## src/rtl/ps2_rx_fifo.sv

```systemverilog
// ps2_rx_fifo
//   Receives PS/2 device-to-host frames from the raw ps2_clk/ps2_dat pins,
//   validates them and buffers the scan codes in a small circular FIFO.
//   The oldest code is presented on o_data while o_ready is high. A low
//   i_nextdata_n pops one entry per clock cycle.
//
// Build option:
//   PS2_RX_PARITY_CHECK_EN - when defined, frames that fail odd parity are
//                            dropped and set o_parity_err. When undefined,
//                            parity is ignored and o_parity_err stays 0.
//
// Parameters:
//   FIFO_DEPTH     - number of buffered scan codes (power of 2, >= 2)
//   TIMEOUT_CYCLES - i_clk cycles without a ps2 clock fall before a partial
//                    frame is abandoned
//
// Ports:
//   i_clk          system clock, rising edge
//   i_rst          asynchronous active-high reset
//   i_ps2_clk      raw PS/2 clock pin (asynchronous)
//   i_ps2_dat      raw PS/2 data pin (asynchronous)
//   i_nextdata_n   active-low pop request
//   o_data         head entry while o_ready=1, otherwise 8'h00
//   o_ready        FIFO not empty
//   o_overflow     sticky: a valid frame was dropped because the FIFO was full
//   o_parity_err   sticky: a frame was dropped for bad parity
//
// Receive states:
//   state   | meaning
//   S_IDLE  | waiting for a start bit (data 0 on a ps2 clock fall)
//   S_SHIFT | collecting data, parity and stop bits; timeout armed
module ps2_rx_fifo #(
    parameter int FIFO_DEPTH     = 8,
    parameter int TIMEOUT_CYCLES = 50000
) (
    input  logic       i_clk,
    input  logic       i_rst,
    input  logic       i_ps2_clk,
    input  logic       i_ps2_dat,
    input  logic       i_nextdata_n,
    output logic [7:0] o_data,
    output logic       o_ready,
    output logic       o_overflow,
    output logic       o_parity_err
);

`ifdef PS2_RX_PARITY_CHECK_EN
    localparam bit PARITY_CHECK = 1'b1;
`else
    localparam bit PARITY_CHECK = 1'b0;
`endif

    localparam int PTR_W = $clog2(FIFO_DEPTH);
    localparam int CNT_W = PTR_W + 1;
    localparam int TO_W  = $clog2(TIMEOUT_CYCLES + 1);

    localparam logic [PTR_W-1:0] PTR_ONE = PTR_W'(1);
    localparam logic [CNT_W-1:0] CNT_ONE = CNT_W'(1);
    localparam logic [CNT_W-1:0] CNT_FULL = CNT_W'(FIFO_DEPTH);
    localparam logic [TO_W-1:0]  TO_ONE  = TO_W'(1);
    localparam logic [TO_W-1:0]  TO_MAX  = TO_W'(TIMEOUT_CYCLES);

    typedef enum logic {
        S_IDLE,
        S_SHIFT
    } state_t;

    // Synchronisers: stage 0 is closest to the pin. Idle bus is high.
    logic [2:0] r_clk_sync;
    logic [2:0] r_dat_sync;
    logic       w_edge;
    logic       w_bit;

    always_ff @(posedge i_clk or posedge i_rst) begin
        if (i_rst) begin
            r_clk_sync <= 3'b111;
            r_dat_sync <= 3'b111;
        end else begin
            r_clk_sync <= {r_clk_sync[1:0], i_ps2_clk};
            r_dat_sync <= {r_dat_sync[1:0], i_ps2_dat};
        end
    end

    assign w_edge = r_clk_sync[2] & ~r_clk_sync[1];
    assign w_bit  = r_dat_sync[2];

    // Receive FSM. r_shift collects data bits then parity, LSB first, so
    // after the 10th edge r_shift[7:0] is the byte and r_shift[8] the parity.
    state_t          r_state,   w_state_nxt;
    logic [3:0]      r_bit_cnt, w_bit_cnt_nxt;
    logic [8:0]      r_shift,   w_shift_nxt;
    logic [TO_W-1:0] r_to_cnt,  w_to_cnt_nxt;
    logic            w_frame_push;
    logic            w_frame_perr;
    logic            w_parity_ok;

    assign w_parity_ok = ^r_shift;

    always_ff @(posedge i_clk or posedge i_rst) begin
        if (i_rst) begin
            r_state   <= S_IDLE;
            r_bit_cnt <= 4'd0;
            r_shift   <= 9'd0;
            r_to_cnt  <= '0;
        end else begin
            r_state   <= w_state_nxt;
            r_bit_cnt <= w_bit_cnt_nxt;
            r_shift   <= w_shift_nxt;
            r_to_cnt  <= w_to_cnt_nxt;
        end
    end

    always_comb begin
        w_state_nxt   = r_state;
        w_bit_cnt_nxt = r_bit_cnt;
        w_shift_nxt   = r_shift;
        w_to_cnt_nxt  = r_to_cnt;
        w_frame_push  = 1'b0;
        w_frame_perr  = 1'b0;
        case (r_state)
            S_IDLE: begin
                w_bit_cnt_nxt = 4'd0;
                w_to_cnt_nxt  = '0;
                // A 1 on an edge while idle is a framing error: ignored.
                if (w_edge && !w_bit) begin
                    w_state_nxt   = S_SHIFT;
                    w_bit_cnt_nxt = 4'd1;
                end
            end
            S_SHIFT: begin
                if (w_edge) begin
                    w_to_cnt_nxt = '0;
                    if (r_bit_cnt == 4'd10) begin
                        // 11th edge: w_bit is the stop bit.
                        w_state_nxt   = S_IDLE;
                        w_bit_cnt_nxt = 4'd0;
                        if (w_bit) begin
                            if (w_parity_ok || !PARITY_CHECK) begin
                                w_frame_push = 1'b1;
                            end else begin
                                w_frame_perr = 1'b1;
                            end
                        end
                    end else begin
                        w_shift_nxt   = {w_bit, r_shift[8:1]};
                        w_bit_cnt_nxt = r_bit_cnt + 4'd1;
                    end
                end else if (r_to_cnt == TO_MAX) begin
                    w_state_nxt   = S_IDLE;
                    w_bit_cnt_nxt = 4'd0;
                    w_to_cnt_nxt  = '0;
                end else begin
                    w_to_cnt_nxt = r_to_cnt + TO_ONE;
                end
            end
            default: begin
                w_state_nxt   = S_IDLE;
                w_bit_cnt_nxt = 4'd0;
                w_to_cnt_nxt  = '0;
            end
        endcase
    end

    // FIFO
    logic [7:0]       r_mem [FIFO_DEPTH];
    logic [PTR_W-1:0] r_wr_ptr;
    logic [PTR_W-1:0] r_rd_ptr;
    logic [CNT_W-1:0] r_count;
    logic             r_overflow;
    logic             r_parity_err;
    logic             w_full;
    logic             w_pop;
    logic             w_push;
    logic             w_ovf_set;

    assign o_ready = (r_count != '0);
    assign w_full  = (r_count == CNT_FULL);
    assign w_pop   = ~i_nextdata_n & o_ready;
    // A same-cycle pop frees a slot, so a full FIFO still accepts the push.
    assign w_push    = w_frame_push & (~w_full | w_pop);
    assign w_ovf_set = w_frame_push & w_full & ~w_pop;

    always_ff @(posedge i_clk) begin
        if (w_push) begin
            r_mem[r_wr_ptr] <= r_shift[7:0];
        end
    end

    always_ff @(posedge i_clk or posedge i_rst) begin
        if (i_rst) begin
            r_wr_ptr     <= '0;
            r_rd_ptr     <= '0;
            r_count      <= '0;
            r_overflow   <= 1'b0;
            r_parity_err <= 1'b0;
        end else begin
            if (w_push) begin
                r_wr_ptr <= r_wr_ptr + PTR_ONE;
            end
            if (w_pop) begin
                r_rd_ptr <= r_rd_ptr + PTR_ONE;
            end
            if (w_push && !w_pop) begin
                r_count <= r_count + CNT_ONE;
            end else if (w_pop && !w_push) begin
                r_count <= r_count - CNT_ONE;
            end
            if (w_ovf_set) begin
                r_overflow <= 1'b1;
            end
            if (w_frame_perr) begin
                r_parity_err <= 1'b1;
            end
        end
    end

    assign o_data       = o_ready ? r_mem[r_rd_ptr] : 8'h00;
    assign o_overflow   = r_overflow;
    assign o_parity_err = r_parity_err;

endmodule

```

## config.mk

```make
export PLATFORM = sky130hd
export DESIGN_NAME = ps2_rx_fifo
export DESIGN_NICKNAME = d
export VERILOG_FILES = /design/src/rtl/ps2_rx_fifo.sv
export SDC_FILE = /design/constraint.sdc
export NUM_CORES = 1
export LEC_CHECK = 0
export CORE_UTILIZATION = 50
export CTS_CLUSTER_SIZE = 16
export DETAILED_ROUTE_END_ITERATION = 10
export GPL_TIMING_DRIVEN = 1
export PLACE_DENSITY = 0.67
export SLEW_MARGIN = 5
export SYNTH_ARGS = -nofsm -noshare
export SYNTH_HDL_FRONTEND = slang
export SYNTH_SLANG_ARGS = --single-unit
```

## constraint.sdc

```tcl
create_clock -name i_clk -period 8.4 [get_ports i_clk]
set_input_delay 0.84 -clock i_clk [delete_from_list [all_inputs] [get_ports i_clk]]
set_output_delay 0.84 -clock i_clk [all_outputs]
set_load 0.02 [all_outputs]
```

=== Yosys cells after proc, flatten, opt, wreduce, memory -nomap -nowiden ===
Memory sizes are Yosys's and may differ from the RTL's.
Index checks and enable logic that the tools add are counted.

* Order comparisons: 0
* Reductions and logical operators: 9
* Equality and inequality tests: 4
* Divide/modulo/power cells: 0
* $add $sub $neg: 6
* Multiplexer cells: 22
* Bitwise logic cells: 12
* Shifts and indexed selects: 0
* Multipliers: 0

{| class="wikitable"
|+ Operators by type and width
! kind !! count
|-
| 16-bit 2-to-1 mux || 2
|-
| 16-bit one-hot mux with 2 select lines || 1
|-
| 4-bit 2-to-1 mux || 5
|-
| 16-bit by 1-bit adder with 16-bit output, second input constant || 1
|-
| 16-bit == test, second input constant || 1
|-
| 1-bit 2-to-1 mux || 11
|-
| 4-bit by 1-bit adder with 4-bit output, second input constant || 2
|-
| 4-bit == test, second input constant || 2
|-
| 8-bit 2-to-1 mux || 1
|-
| 4-bit one-hot mux with 2 select lines || 1
|-
| 3-bit by 1-bit adder with 3-bit output, second input constant || 2
|-
| 1-bit inverter || 6
|-
| 1-bit bitwise AND || 5
|-
| 4-bit nonzero test || 1
|-
| 4-bit by 1-bit subtractor with 4-bit output, second input constant || 1
|-
| 1-bit logical AND || 3
|-
| 1-bit zero test || 3
|-
| 3-bit by 2-bit != test with 1-bit output, second input constant || 1
|-
| 3-bit AND reduction || 1
|-
| 1-bit one-hot mux with 2 select lines || 1
|-
| 2-bit nonzero test || 1
|-
| 1-bit bitwise OR || 1
|}

* Input port bits: 5
* Output and inout port bits: 11
* Bits in latches: 0
* Word-level logic and storage cells: 64
* Memories kept: 1
* Register bits after elaboration: 47
* ROM bits: 0
* Memory bits (writable): 64

{| class="wikitable"
|+ Memory list
! memory !! words !! width !! rd ports !! clocked after Yosys merged registers in !! write ports !! line !! RTL
|-
| r_mem || 8 || 8 || 1 || 0 || 1 || 165 || <nowiki>logic [7:0] r_mem [FIFO_DEPTH];</nowiki>
|}

=== Longest topological paths before layout ===
* Depth in word-level cells: 9
* Depth in mapped cells: 13
* Mapped depth without buffers: 13

=== Worst setup path before layout ===
Ideal clock, no wire load.

* Path kind: input to register
* Start point: in i_nextdata_n
* End point: reg r_count[3]
* Path slack: 5.584 ns
* Arrival time: 2.690 ns
* Cell stages on the path: 10
* Path buffers: 0
* Library setup time: 0.126 ns
* Required time: 8.274 ns
* Cells stage by stage: nand3_1 > nand2_1 > inv_1 > ha_1 > inv_1 > ha_1 > a21o_1 > a2111oi_0 > a31oi_1 > a221o_1

* Longest elaborated chain between the ends: 7
* Elaborated cells between the ends (all ways): 10
* Classes of those cells: mux (1); bitwise (4); reduce/logical (5)

{| class="wikitable"
|+ Ends and longest elaborated chain
! what !! line !! RTL
|-
| start: declaration || 40 || <nowiki>input logic i_nextdata_n,</nowiki>
|-
| 1-bit inverter (*) || 178 || <nowiki>assign w_pop = ~i_nextdata_n & o_ready;</nowiki>
|-
| 1-bit bitwise AND (*) || 178 ||
|-
| 1-bit bitwise OR (*) || 180 || <nowiki>assign w_push = w_frame_push & (~w_full | w_pop);</nowiki>
|-
| 1-bit bitwise AND (*) || 180 ||
|-
| named net w_push || 173 || <nowiki>logic w_push;</nowiki>
|-
| 1-bit zero test || 205 || <nowiki>end else if (w_pop && !w_push) begin</nowiki>
|-
| 1-bit logical AND || 205 ||
|-
| 2-bit nonzero test (no line) || n/a ||
|-
| end signal: assignment || 204 || <nowiki>r_count <= r_count + CNT_ONE;</nowiki>
|-
| end signal: assignment || 206 || <nowiki>r_count <= r_count - CNT_ONE;</nowiki>
|-
| end: declaration || 168 || <nowiki>logic [CNT_W-1:0] r_count;</nowiki>
|}

The timed path passes the listed nets; every way through them passes the cells marked *.
A chain may end at the register's enable or synchronous reset.

=== Worst setup path after layout ===
* Start point: reg r_rd_ptr[0]
* End point: out o_data[4]

* Longest elaborated chain between the ends: 2

{| class="wikitable"
|+ Ends and longest elaborated chain
! what !! line !! RTL
|-
| start: declaration || 167 || <nowiki>logic [PTR_W-1:0] r_rd_ptr;</nowiki>
|-
| start signal: assignment || 201 || <nowiki>r_rd_ptr <= r_rd_ptr + PTR_ONE;</nowiki>
|-
| memory 8 x 8 bit || n/a ||
|-
| 8-bit 2-to-1 mux || 217 || <nowiki>assign o_data = o_ready ? r_mem[r_rd_ptr] : 8'h00;</nowiki>
|-
| end: declaration || 41 || <nowiki>output logic [7:0] o_data,</nowiki>
|}

Every way passes these cells.

==> metrics.md <==
| Metric | Value |
|---|---|
| Reg2Reg Setup Slack | 5.07 ns |
| Worst rel slew slack | 0.272 |
| Crit. End Element | primary output |
| Final std cells w/o fill | 438 |
| Post-DP HPWL | 4950 um |
| Overflow after GRT | 0 |
| # IOs | 16 |
| Worst-margin pin slew | 1.09 ns |
| Num CTS Buffers | 9 |
| Synth top area share | 0.408 |
| Final hold vios | 0 |
| Clk buf depth | 2 |
| Mapped Cells | 304 |
| Area leader, netlist | edfxtp_1 |
| Clock skew | 0.0158 ns |
| First-pass GRT wire length | 12,900 um |
| Pin count of the biggest net entering global routing | 48 |
| Routed wl met3 | 144 um |
| Die Area | 9810 sq um |
| P_leak | 1.89 nW |
| Worst min-delay path endpoint | r_clk_sync[1] |
| CP delay by family, top | flip-flops |
| WP data arrival | 2.91 ns |
| Post-synth ARST share | 0.423 |
| CP max stage delay | 1.08 ns |
| Post-synth top cells | 64 x edfxtp_1, 41 x dfrtp_1, 32 x nor2_1 |
| H-tree Lvls | 3 |
| Cell Pwr Density | 279 nW/um^2 |
| Hold Crit Start | r_clk_sync[0] |
| # nets final | 337 |
| Vias in the first global route | 2,524 |
| CTS tree | done |
| Hold Buf Count CTS | 0 |
| M1 WL | 3480 um |
| Post-route DRC | 0 |
| DIE HEIGHT | 99.0 um |
| Design Area, Final | 5170 sq um |
| Skew-Pair Late Insertion Delay | 0.36 ns |
| Hold path depth | 0 |
| Share of the clock period used by the worst path after layout | 0.446 |
| Pre-antenna DRT Iters | 4 |
| Final ANT Viol Nets | 0 |
| Setup WS pre-CTS | 4.80 ns |
| Distinct cell type count of the synthesized netlist | 48 |
| Synth-to-Final Area Change | 9.81% |
| Power Total | 1.44 mW |
| Syn Std Cell Area | 4710 sq um |
| Hold_ws | 0.362 ns |
| TritonCTS Sinks | 111 |
| Sequential area share after synthesis | 0.660 |
| # diodes | 0 |
| Core area | 9200 sq um |
| Port Buffers | 14 |
| Via count | 2,442 |
| Min cycle time layout | 3.75 ns |
| Wire per inst | 17.7 um |
| Routability Congestion | 0.776 |
| Final setup violation count | 0 |
| Setup TNS | 0 ns |
| Final core utilization | 0.562 |
| Prevailing post-synth register cell | edfxtp_1 |
| YS warnings | 0 |
| Met2 Routed Length | 4030 um |
| Top area cells in the synthesized netlist | edfxtp_1 41%, dfrtp_1 22%, mux4_2 7.7% |
| R2r startpoint | r_bit_cnt[0] |
| Drt via density | 5.58 |
| Critical-path maximum fanout | 18 |
| Share of cells above drive strength 1 | 0.193 |
| Highest Clock Rate | 0.267 GHz |
| Initial Utilization | 0.512 |
| Clk slew on worst S/H paths | 0.10 ns |
| Antenna violations before repair | 0 |
| CP max stage cell | dfrtp_1 |
| Syn Area/Cell | 15.5 sq um |
| CTS resizes | 0 |
| Row count | 35 |
| Worst Reg-to-Reg Cells | 13 |
| Flops & latches, synth | 111 |
| CP Data Required Time | 7.56 ns |
| Cells after DPL | 422 |
| Post-Route WL | 7760 um |
| Total of max-cap violations | 0 |
| Placed inst area | 4950 sq um |
| Iter 0 DRT Violations | 86 |
| CTS Root Cell | clkbuf_8 |
| Setup crit start kind | flop |
| Worst Setup Path Type | flop to primary output |
| Post-CTS Setup Inserts | 0 |
| Count leader, synth | edfxtp_1 |
| DR top layer | met4 |
| Syn nets | 319 |
| Unrepaired setup endpoints after global routing | false |
| Worst hold path class | flop to flop |
| GRT Resource Usage Total | 0.180 |
| Peak supply drop | 0.000124 V |
| Critical R2R Capture | r_count[3] |
| Status | completed |
| Crit path buf inv count | 1 |
| Die Wd | 99.0 um |
| Fin. max-slew vios | 0 |
| Post-synth EDFFs | 64 |
| Worst-path cell chain | mux4_2 -> mux2i_1 -> nor2_1 -> clkdlybuf4s50_1 |
| Final worst slack | 4.65 ns |
layer usage:
layer,up-vias,GRT usage
li1,1169,-
met1,1234,0.231
met2,31,0.307
met3,8,0.0277
met4,0,0.0735
met5,-,0
placed cells by master (no fill, tap or decap), types with 9 or more instances in the layout:
cell type	instances
clkbuf_8	9
clkdlybuf4s50_1	14
dfrtp_1	41
edfxtp_1	64
ha_1	9
inv_1	12
mux2_2	12
mux4_2	16
nand3_1	11
nor2_1	32
xnor2_1	11
area by class of cell:
cell class	count	area [sq um]
Clock inverter	5	61.3
Timing Repair Buffer	17	163
Multi-Input combinational cell	170	1500
Clock buffer	11	153
Sequential cell	111	3110
Inverter	13	48.8
Tap cell	111	139
Fill cell	742	4030
registers in the layout, indices dropped and copies added (netlist names), 4 cells and up:
| name | count |
|---|---|
| r_bit_cnt | 4 |
| r_to_cnt | 16 |
| r_mem | 64 |
| r_count | 4 |
| r_shift | 9 |
report_power, final:
group          internal (mW)  switching [mW]
registers              0.652           0.122
clock network          0.158           0.173
logic                  0.197           0.138
total                   1.01           0.434
worst max path at each step:
stage	startpoint	to	slack [ns]	cells after the start
2_1_floorplan	i_nextdata_n	r_count[3]	5.58	10
3_3_place_gp	i_nextdata_n	r_count[3]	4.89	11
3_5_place_dp	i_nextdata_n	r_count[3]	4.80	11
4_1_cts	r_rd_ptr[0]	o_data[7]	4.56	4
5_1_grt	r_rd_ptr[0]	o_data[7]	4.44	4
6_report	r_rd_ptr[0]	o_data[4]	4.65	4
cells by family after synthesis:
family                   share of synthesized area
flip-flops                                   0.660
AND/OR/NAND/NOR                             0.0938
multiplexers                                 0.122
buffers and inverters                       0.0239
AO/OA/AOI/OAI                               0.0359
XOR/XNOR                                    0.0354
adder cells (fa/ha/maj)                     0.0282
other                                     0.000797
Power figures use the tool's default switching activity.
